[src/rtl/img_mem_reader.sv]
// img_mem_reader
// Streams a contiguous block of words from a synchronous-read memory
// (one cycle read latency) out over a valid/ready source port.
// A small FIFO absorbs downstream backpressure, and reads are throttled
// so that buffered words plus reads in flight never exceed FIFO_DEPTH.
//
// Ports
//   clk, reset          : clock (rising edge), asynchronous active-high reset
//   start               : one-cycle request, honoured only while idle
//   base_addr, length   : transfer window, sampled when start is accepted
//   busy / done / error : status; done and error are one-cycle pulses
//   mem_*               : memory read port (write side tied off)
//   src_*               : streamed pixel output with sop/eop framing
module img_mem_reader #(
    parameter int ADDR_W     = 17,
    parameter int DATA_W     = 8,
    parameter int MEM_WORDS  = 81920,
    parameter int FIFO_DEPTH = 4
) (
    input  logic              clk,
    input  logic              reset,
    input  logic              start,
    input  logic [ADDR_W-1:0] base_addr,
    input  logic [ADDR_W:0]   length,
    output logic              busy,
    output logic              done,
    output logic              error,
    output logic [ADDR_W-1:0] mem_address,
    output logic              mem_chipselect,
    output logic              mem_clken,
    output logic              mem_write,
    output logic [DATA_W-1:0] mem_writedata,
    input  logic [DATA_W-1:0] mem_readdata,
    output logic [DATA_W-1:0] src_data,
    output logic              src_valid,
    input  logic              src_ready,
    output logic              src_sop,
    output logic              src_eop
);

    localparam int PTR_W = $clog2(FIFO_DEPTH);
    localparam int CNT_W = PTR_W + 1;
    localparam int LEN_W = ADDR_W + 1;
    localparam int SUM_W = ADDR_W + 2;

    typedef enum logic [1:0] {IDLE, FETCH, DRAIN} state_t;

    state_t             state;
    logic [ADDR_W-1:0]  base_r;
    logic [LEN_W-1:0]   len_r;
    logic [LEN_W-1:0]   issued_cnt;
    logic [LEN_W-1:0]   out_idx;
    logic               done_r;

    // Read issued last cycle: its data is on mem_readdata this cycle.
    logic               rd_vld_p1;

    logic [DATA_W-1:0]  fifo_mem [FIFO_DEPTH];
    logic [PTR_W-1:0]   wr_ptr;
    logic [PTR_W-1:0]   rd_ptr;
    logic [CNT_W-1:0]   fifo_count;

    logic [SUM_W-1:0]   end_addr;
    logic               start_ok;
    logic               pop;
    logic               last_pop;
    logic               room;
    logic               issue;

    // Wide sum so base_addr+length cannot overflow before the range test.
    assign end_addr = SUM_W'(base_addr) + SUM_W'(length);
    assign start_ok = (end_addr <= SUM_W'(MEM_WORDS));

    assign src_valid = (fifo_count != '0);
    assign src_data  = src_valid ? fifo_mem[rd_ptr] : '0;
    assign src_sop   = src_valid && (out_idx == '0);
    assign src_eop   = src_valid && (out_idx == (len_r - LEN_W'(1)));
    assign pop       = src_valid && src_ready;
    assign last_pop  = pop && src_eop && (state == DRAIN);

    // Reads in flight are the one strobed this cycle and the one whose
    // data lands this cycle; counting both keeps the FIFO from overflowing.
    assign room  = (fifo_count + CNT_W'(mem_chipselect) + CNT_W'(rd_vld_p1))
                   < CNT_W'(FIFO_DEPTH);
    assign issue = (state == FETCH) && room && (issued_cnt < len_r);

    // Completion is signalled in the same cycle the final word is taken.
    assign done = done_r | last_pop;

    assign mem_clken     = 1'b1;
    assign mem_write     = 1'b0;
    assign mem_writedata = '0;

    // Control FSM and read-address generation
    always_ff @(posedge clk or posedge reset) begin
        if (reset) begin
            state          <= IDLE;
            busy           <= 1'b0;
            done_r         <= 1'b0;
            error          <= 1'b0;
            mem_chipselect <= 1'b0;
            mem_address    <= '0;
            base_r         <= '0;
            len_r          <= '0;
            issued_cnt     <= '0;
        end else begin
            done_r         <= 1'b0;
            error          <= 1'b0;
            mem_chipselect <= issue;
            if (issue) begin
                mem_address <= base_r + issued_cnt[ADDR_W-1:0];
                issued_cnt  <= issued_cnt + LEN_W'(1);
            end
            case (state)
                IDLE: begin
                    if (start) begin
                        if (!start_ok) begin
                            error <= 1'b1;
                        end else if (length == '0) begin
                            done_r <= 1'b1;
                        end else begin
                            base_r     <= base_addr;
                            len_r      <= length;
                            issued_cnt <= '0;
                            busy       <= 1'b1;
                            state      <= FETCH;
                        end
                    end
                end
                FETCH: begin
                    if (issue && ((issued_cnt + LEN_W'(1)) == len_r)) begin
                        state <= DRAIN;
                    end
                end
                DRAIN: begin
                    if (last_pop) begin
                        state <= IDLE;
                        busy  <= 1'b0;
                    end
                end
                default: state <= IDLE;
            endcase
        end
    end

    // Read-return stage and FIFO bookkeeping
    always_ff @(posedge clk or posedge reset) begin
        if (reset) begin
            rd_vld_p1  <= 1'b0;
            wr_ptr     <= '0;
            rd_ptr     <= '0;
            fifo_count <= '0;
            out_idx    <= '0;
        end else begin
            rd_vld_p1 <= mem_chipselect;
            if (rd_vld_p1) begin
                wr_ptr <= wr_ptr + PTR_W'(1);
            end
            if (pop) begin
                rd_ptr  <= rd_ptr + PTR_W'(1);
                out_idx <= out_idx + LEN_W'(1);
            end
            if (state == IDLE) begin
                out_idx <= '0;
            end
            fifo_count <= fifo_count + CNT_W'(rd_vld_p1) - CNT_W'(pop);
        end
    end

    // FIFO storage (data only, no reset)
    always_ff @(posedge clk) begin
        if (rd_vld_p1) begin
            fifo_mem[wr_ptr] <= mem_readdata;
        end
    end

endmodule
[config.mk]
export PLATFORM = sky130hd
export DESIGN_NAME = img_mem_reader
export DESIGN_NICKNAME = d
export VERILOG_FILES = /design/src/rtl/img_mem_reader.sv
export SDC_FILE = /design/constraint.sdc
export NUM_CORES = 1
export LEC_CHECK = 0
export BUFFER_PORTS_ARGS = -buffer_cell sky130_fd_sc_hd__buf_2
export CELL_PAD_IN_SITES_DETAIL_PLACEMENT = 1
export CELL_PAD_IN_SITES_GLOBAL_PLACEMENT = 1
export CORE_MARGIN = 2
export CORE_UTILIZATION = 47
export CTS_CLUSTER_SIZE = 40
export DETAILED_ROUTE_END_ITERATION = 10
export GPL_TIMING_DRIVEN = 0
export PLACE_DENSITY_LB_ADDON = 0.1
export RECOVER_POWER = 25
export SYNTH_ARGS = -nofsm -noshare
export SYNTH_HDL_FRONTEND = slang
export SYNTH_SLANG_ARGS = --single-unit
[constraint.sdc]
create_clock -name clk -period 3.7 [get_ports clk]
set_input_delay 0.74 -clock clk [delete_from_list [all_inputs] [get_ports clk]]
set_output_delay 0.74 -clock clk [all_outputs]
set_load 0.02 [all_outputs]
# Word level (Yosys, flattened, before mapping)
# Memory sizes are Yosys's and may differ from the RTL's.
# Index checks and enable logic that the tools add are counted.
# totals
in_bits	47
elab_cells	85
ramBits	32
register_bits	102
out_inout_bits	42
n_memories	1
# op_classes
reduce_logical	17
add_sub_neg	11
muxes	28
n_eq_ne	9
n_bitwise	2
order_cmp	3
# mem_list
name	words	width	rd	rd_clocked_by_memory_dff	wr	line_no	source
fifo_mem	4	8	1	0	1	58	logic [DATA_W-1:0] fifo_mem [FIFO_DEPTH];
# ops
cell	count
$mux 18	7
$add 18x1->18 const B	2
$eq 18x18->1	2
$logic_not 18->1	2
$add 17x18->19	1
$le 19x17->1 const B	1
$lt 18x18->1	1
$sub 18x1->18 const B	1
$add 17x17->17	1
$mux 1	13
$mux 2	5
$reduce_and 5->1	2
$add 3x1->3	3
$logic_and 1x1->1	8
$mux 8	1
$ne 2x2->1 const B	4
$pmux 2 s3	1
$add 2x1->2 const B	2
$reduce_and 4->1	1
$reduce_bool 2->1	2
$lt 3x3->1 const B	1
$reduce_bool 3->1	1
$sub 3x1->3	1
$eq 2x1->1 const B	1
other kinds (6)	6

# Depth between registers and ports, before layout
# depth
word_depth	10
depth_mapped	13
depth_no_buf	12

# Worst setup path after synthesis
# No wires, ideal clock.
# synth_timing
path_type	input to register
start	input port base_addr[0]
end	register base_r[10]
path_stages	12
arrival_time_ps	3513
setup_slack_ps	62
required_ps	3575
setup_ps	125
path_buffers	1
path_cell_list	ha_1 fa_1 a211oi_1 o21ai_1 o211ai_1 o31ai_1 o31ai_1 o211ai_1 a21oi_4 nand3_4 buf_4 mux2_4
# synth_via
elab_chain_len	3
# synth_lines
item	line_no	source
start, declared	23	input logic [ADDR_W-1:0] base_addr,
$add 17x18->19	71	assign end_addr = SUM_W'(base_addr) + SUM_W'(length);
$le 19x17->1	72	assign start_ok = (end_addr <= SUM_W'(MEM_WORDS));
$reduce_and 4->1 (no source line)	--	
end signal, assigned	122	base_r <= base_addr;
end, declared	49	logic [ADDR_W-1:0] base_r;
# No other way between the ends.
# A chain may end at the register's enable or synchronous reset.

# Worst setup path in the final report
# layout_timing
start	register len_r[9]
end	output port done
# layout_via
elab_chain_len	6
# layout_lines
item	line_no	source
start, declared	50	logic [LEN_W-1:0] len_r;
start signal, assigned	123	len_r <= length;
$sub 18x1->18	77	assign src_eop = src_valid && (out_idx == (len_r - LEN_W'(1)));
$eq 18x18->1	77	
$logic_and 1x1->1	77	
$logic_and 1x1->1 (2 in series)	79	assign last_pop = pop && src_eop && (state == DRAIN);
$or 1x1->1	88	assign done = done_r | last_pop;
end, declared	26	output logic done,
# No other way between the ends.

==> out/metrics.json <==
{
  "outcome": {
    "status": "complete, but fails checks",
    "failed_checks": "max-capacitance violations, max-slew violations, negative setup slack"
  },
  "synthesis": {
    "yosysMostFrequentCell": "sky130_fd_sc_hd__dfrtp_1",
    "yosysTopAreaCell": "sky130_fd_sc_hd__dfrtp_1",
    "synth_seq_cells": 134,
    "synth.top_cells.by_count": "102 x sky130_fd_sc_hd__dfrtp_1, 62 x sky130_fd_sc_hd__ha_1, 56 x sky130_fd_sc_hd__nand2_1",
    "synth.lib_cells_used.distinct": 65,
    "async_reset_ff_frac": 0.761,
    "count_of_mapped_cells_out_of_synthesis": 905,
    "syn_avg_cell_area_um2": 10.0,
    "synthesis_warnings": 0,
    "main_area_contributors_after_synthesis": "sky130_fd_sc_hd__dfrtp_1 28%, sky130_fd_sc_hd__edfxtp_1 11%, sky130_fd_sc_hd__ha_1 8.6%",
    "syn-cell-area_um2": 9060,
    "seq_area_frac_synth": 0.388,
    "yosys_most_used_dff": "sky130_fd_sc_hd__dfrtp_1",
    "synth.top_cell.area_share": 0.282,
    "count_of_flip_flops_with_a_built_in_enable_after_synthesis": 32
  },
  "timing": {
    "rsz0062_at_grt": "yes",
    "timing.setup.tns_ns": -0.0789,
    "timing.final.max_slew_violations": 52,
    "min_period_ns": 3.78,
    "max_freq_ghz": 0.265,
    "fin_skew_ns": 0.0112,
    "timing.final.crit_share": 1.02,
    "final-hold-violation-count": 0,
    "slew_headroom": -0.631,
    "layout_setup_ws_ns": -0.0789,
    "worst-slew-pin-transition_ns": 2.43,
    "setup-violations-final": 1
  },
  "setup_path": {
    "timing.reg2reg.worst_path_depth": 12,
    "critPathMaxFanout": 3,
    "cp-start-kind": "flop",
    "critPathRequiredTime_ns": 2.96,
    "cp-end-kind": "output pin",
    "crit-reg2reg-capture": "issued_cnt[6]$_DFF_PP0_",
    "crit-reg2reg-launch": "rd_vld_p1$_DFF_PP0_",
    "cp_data_arrival_time_ns": 3.04,
    "worst_setup_path_category": "reg -> out",
    "setup.reg_to_reg.worst_slack_ns": 0.18
  },
  "global_route": {
    "grt_first_pass_wirelength_mm": 42.0,
    "grt_antenna_before_repair": 0,
    "via_count_of_the_first_global_routing_pass": 7707,
    "overflow": 0,
    "track_usage": 0.271,
    "grt_start_max_net_pins": 53
  },
  "die": {
    "die_area_um2": 20400,
    "die_x_um": 143,
    "die_height_um": 143,
    "floorplan.initialDensity": 0.481,
    "ioPinCount": 89,
    "cell_rows": 50,
    "floorplan.core_area_um2": 18800
  },
  "power": {
    "total_switching_power_w": 0.00141,
    "pwr-share-seq": 0.376,
    "power.share.clock": 0.401,
    "sw_frac_of_total": 0.324,
    "power_frac_comb": 0.223,
    "p_per_area_nw_per_um2": 406,
    "power_report.internal_total_w": 0.00294,
    "p_leak_nw": 4.95,
    "vdd_drop_max_mv": 0.269
  },
  "drt": {
    "dr_total_vias": 7344,
    "detail_route.drc_violations": 0,
    "post_drt_wl_per_cell_um": 20.1,
    "drt_pre_antenna_iters": 4,
    "postRouteAntennaNets": 0,
    "highest_layer": "met4",
    "route.final.wire_length_mm": 26.0,
    "route.layer.met1.wl_mm": 11.5,
    "detailroute.wirelength.met3_mm": 1.02,
    "drt-initial-drc-count": 401,
    "dr_wl_met2_mm": 12.8,
    "avgViaCountPerCell": 5.67
  },
  "min_path": {
    "worst_hold_path.endpoint": "rd_vld_p1$_DFF_PP0_",
    "hp-start": "mem_chipselect$_DFF_PP0_",
    "worst_min_delay_path_category": "reg -> reg",
    "timing.hold.worst_path_depth": 0
  },
  "clock_network": {
    "cts_made_buffers": 17,
    "clock_sinks": 134,
    "max-clock-path-buffers": 2,
    "cts.hold.buffers_added": 0,
    "clk-insertion-delay-late_ns": 0.44,
    "cts_tree": "yes",
    "path_clk_slew_ns": 0.06,
    "clock_tree.root_cell": "sky130_fd_sc_hd__clkbuf_16",
    "cts-htree-levels": 4
  },
  "run": {
    "maxCapViolCount": 1
  },
  "layout": {
    "fillers": 2077,
    "post_route_cells_drive_above_1_share": 0.209,
    "layout.core_utilization": 0.568,
    "final_nets": 1134,
    "num_antenna_cells": 0,
    "area_delta_synth_final_pct": 18.0,
    "stdcell_count": 1295,
    "final_area_um2": 10700
  },
  "placed_design": {
    "place_ws_ns": -0.622,
    "place.gp.congestion": 0.857,
    "number_of_placed_cells_counting_well_taps": 1252,
    "placed_area_um2": 9840,
    "placement.io_buffers": 78,
    "hpwlAfterDp_mm": 19.0
  }
}
==> metal layers <==
layer,vias to the layer above,GRT usage
met3,48,0.0510
met4,0,0.103
met2,140,0.457
li1,3513,-
met1,3643,0.347
met5,-,0
==> what timing repair did <==
action | in CTS | in global routing
endpoints found under the setup margin | 49 | 49
pin swaps | 10 | 10
buffers inserted | 12 | 5
endpoints found under the hold margin | 0 | 0
gates resized for setup | 24 | 20
==> cell type report <==
| type | count | area [um2] | share of cell area |
|---|---|---|---|
| plain buffers | 43 | 233 | 0.0217 |
| multi-input cells | 684 | 5290 | 0.494 |
| repair buffers | 96 | 556 | 0.0519 |
| clock inverters | 15 | 180 | 0.0168 |
| clock buffers | 17 | 425 | 0.0398 |
| inverters | 46 | 174 | 0.0163 |
| well taps | 260 | 325 | 0.0304 |
| flip-flops and latches | 134 | 3520 | 0.329 |
==> cell usage in the layout, fill, tap and decap left out, types with 9 or more instances in the layout <==
cell / netlist / layout
sky130_fd_sc_hd__a21o_1: 17 / 17
sky130_fd_sc_hd__a21oi_1: 45 / 45
sky130_fd_sc_hd__a31oi_1: 13 / 13
sky130_fd_sc_hd__and2_1: 22 / 22
sky130_fd_sc_hd__and3_1: 13 / 13
sky130_fd_sc_hd__buf_2: 6 / 74
sky130_fd_sc_hd__buf_4: 11 / 26
sky130_fd_sc_hd__clkbuf_1: 25 / 28
sky130_fd_sc_hd__clkbuf_16: 0 / 17
sky130_fd_sc_hd__conb_1: 2 / 10
sky130_fd_sc_hd__dfrtp_1: 102 / 95
sky130_fd_sc_hd__edfxtp_1: 32 / 32
sky130_fd_sc_hd__ha_1: 62 / 61
sky130_fd_sc_hd__inv_1: 46 / 44
sky130_fd_sc_hd__mux2_4: 34 / 34
sky130_fd_sc_hd__nand2_1: 56 / 56
sky130_fd_sc_hd__nand2b_1: 9 / 9
sky130_fd_sc_hd__nand3_1: 22 / 20
sky130_fd_sc_hd__nand4_1: 18 / 18
sky130_fd_sc_hd__nor2_1: 46 / 46
sky130_fd_sc_hd__nor3_1: 25 / 22
sky130_fd_sc_hd__nor4_1: 17 / 13
sky130_fd_sc_hd__o211ai_1: 10 / 10
sky130_fd_sc_hd__o21a_1: 11 / 11
sky130_fd_sc_hd__o21ai_0: 42 / 39
sky130_fd_sc_hd__or3_1: 12 / 12
sky130_fd_sc_hd__xnor2_1: 53 / 53
sky130_fd_sc_hd__xor2_1: 42 / 42
==> worst max path at each step <==
stage | slack, ns | to | start
after detailed placement | -0.62 | issued_cnt[3]$_DFF_PP0_ | base_addr[0]
after floorplan | 0.06 | base_r[10]$_DFFE_PP0P_ | base_addr[0]
after global placement | -1.07 | out_idx[15]$_DFFE_PP0P_ | reset
after CTS | -0.20 | done | len_r[9]$_DFFE_PP0P_
final | -0.08 | done | len_r[9]$_DFFE_PP0P_
after global routing | -0.23 | done | len_r[7]$_DFFE_PP0P_
==> stage by stage <==
stage / hold slack (ns) / total power [W]
global placement: 0.398 / 0.00258
floorplan: 0.488 / 0.00232
finish: 0.405 / 0.00435
global route: 0.422 / 0.00454
CTS: 0.411 / 0.00439
detailed placement: 0.399 / 0.00262
==> power by group through the flow <==
stage / registers [W] / logic (W) / clock network [W]
floorplan: 0.00164 / 0.000680 / 0
global placement: 0.00166 / 0.000920 / 0
detailed placement: 0.00166 / 0.000959 / 0
CTS: 0.00163 / 0.000977 / 0.00177
global route: 0.00164 / 0.00106 / 0.00183
finish: 0.00163 / 0.000969 / 0.00174
==> critical path, cell delays in order, from the launching register on <==
cell	delay, ns
sky130_fd_sc_hd__dfrtp_1	0.41
sky130_fd_sc_hd__or4_4	0.56
sky130_fd_sc_hd__buf_6	0.13
sky130_fd_sc_hd__nand4b_1	0.25
sky130_fd_sc_hd__nor3_2	0.21
sky130_fd_sc_hd__a21oi_1	0.06
sky130_fd_sc_hd__o21ai_1	0.17
sky130_fd_sc_hd__o21a_1	0.17
sky130_fd_sc_hd__and4_4	0.22
sky130_fd_sc_hd__nand4_1	0.14
sky130_fd_sc_hd__nand2b_1	0.15
sky130_fd_sc_hd__buf_6	0.12
==> cell families after synthesis <==
logic type | Yosys count | share of synthesized area
flops | 134 | 0.388
compound gates | 192 | 0.137
buf+inv | 95 | 0.0472
simple gates | 273 | 0.160
other cells | 2 | 0.000828
fa+ha+maj | 65 | 0.0922
mux | 49 | 0.0841
xor+xnor | 95 | 0.0918
==> registers in the layout (all words and copies together), names as in the netlist, 2 cells and up <==
signal,flops
base_r,17
fifo_count,3
fifo_mem,32
issued_cnt,18
len_r,18
mem_address,17
out_idx,18
rd_ptr,2
state,2
wr_ptr,2
Note: power is estimated with default switching activity, not from simulation.
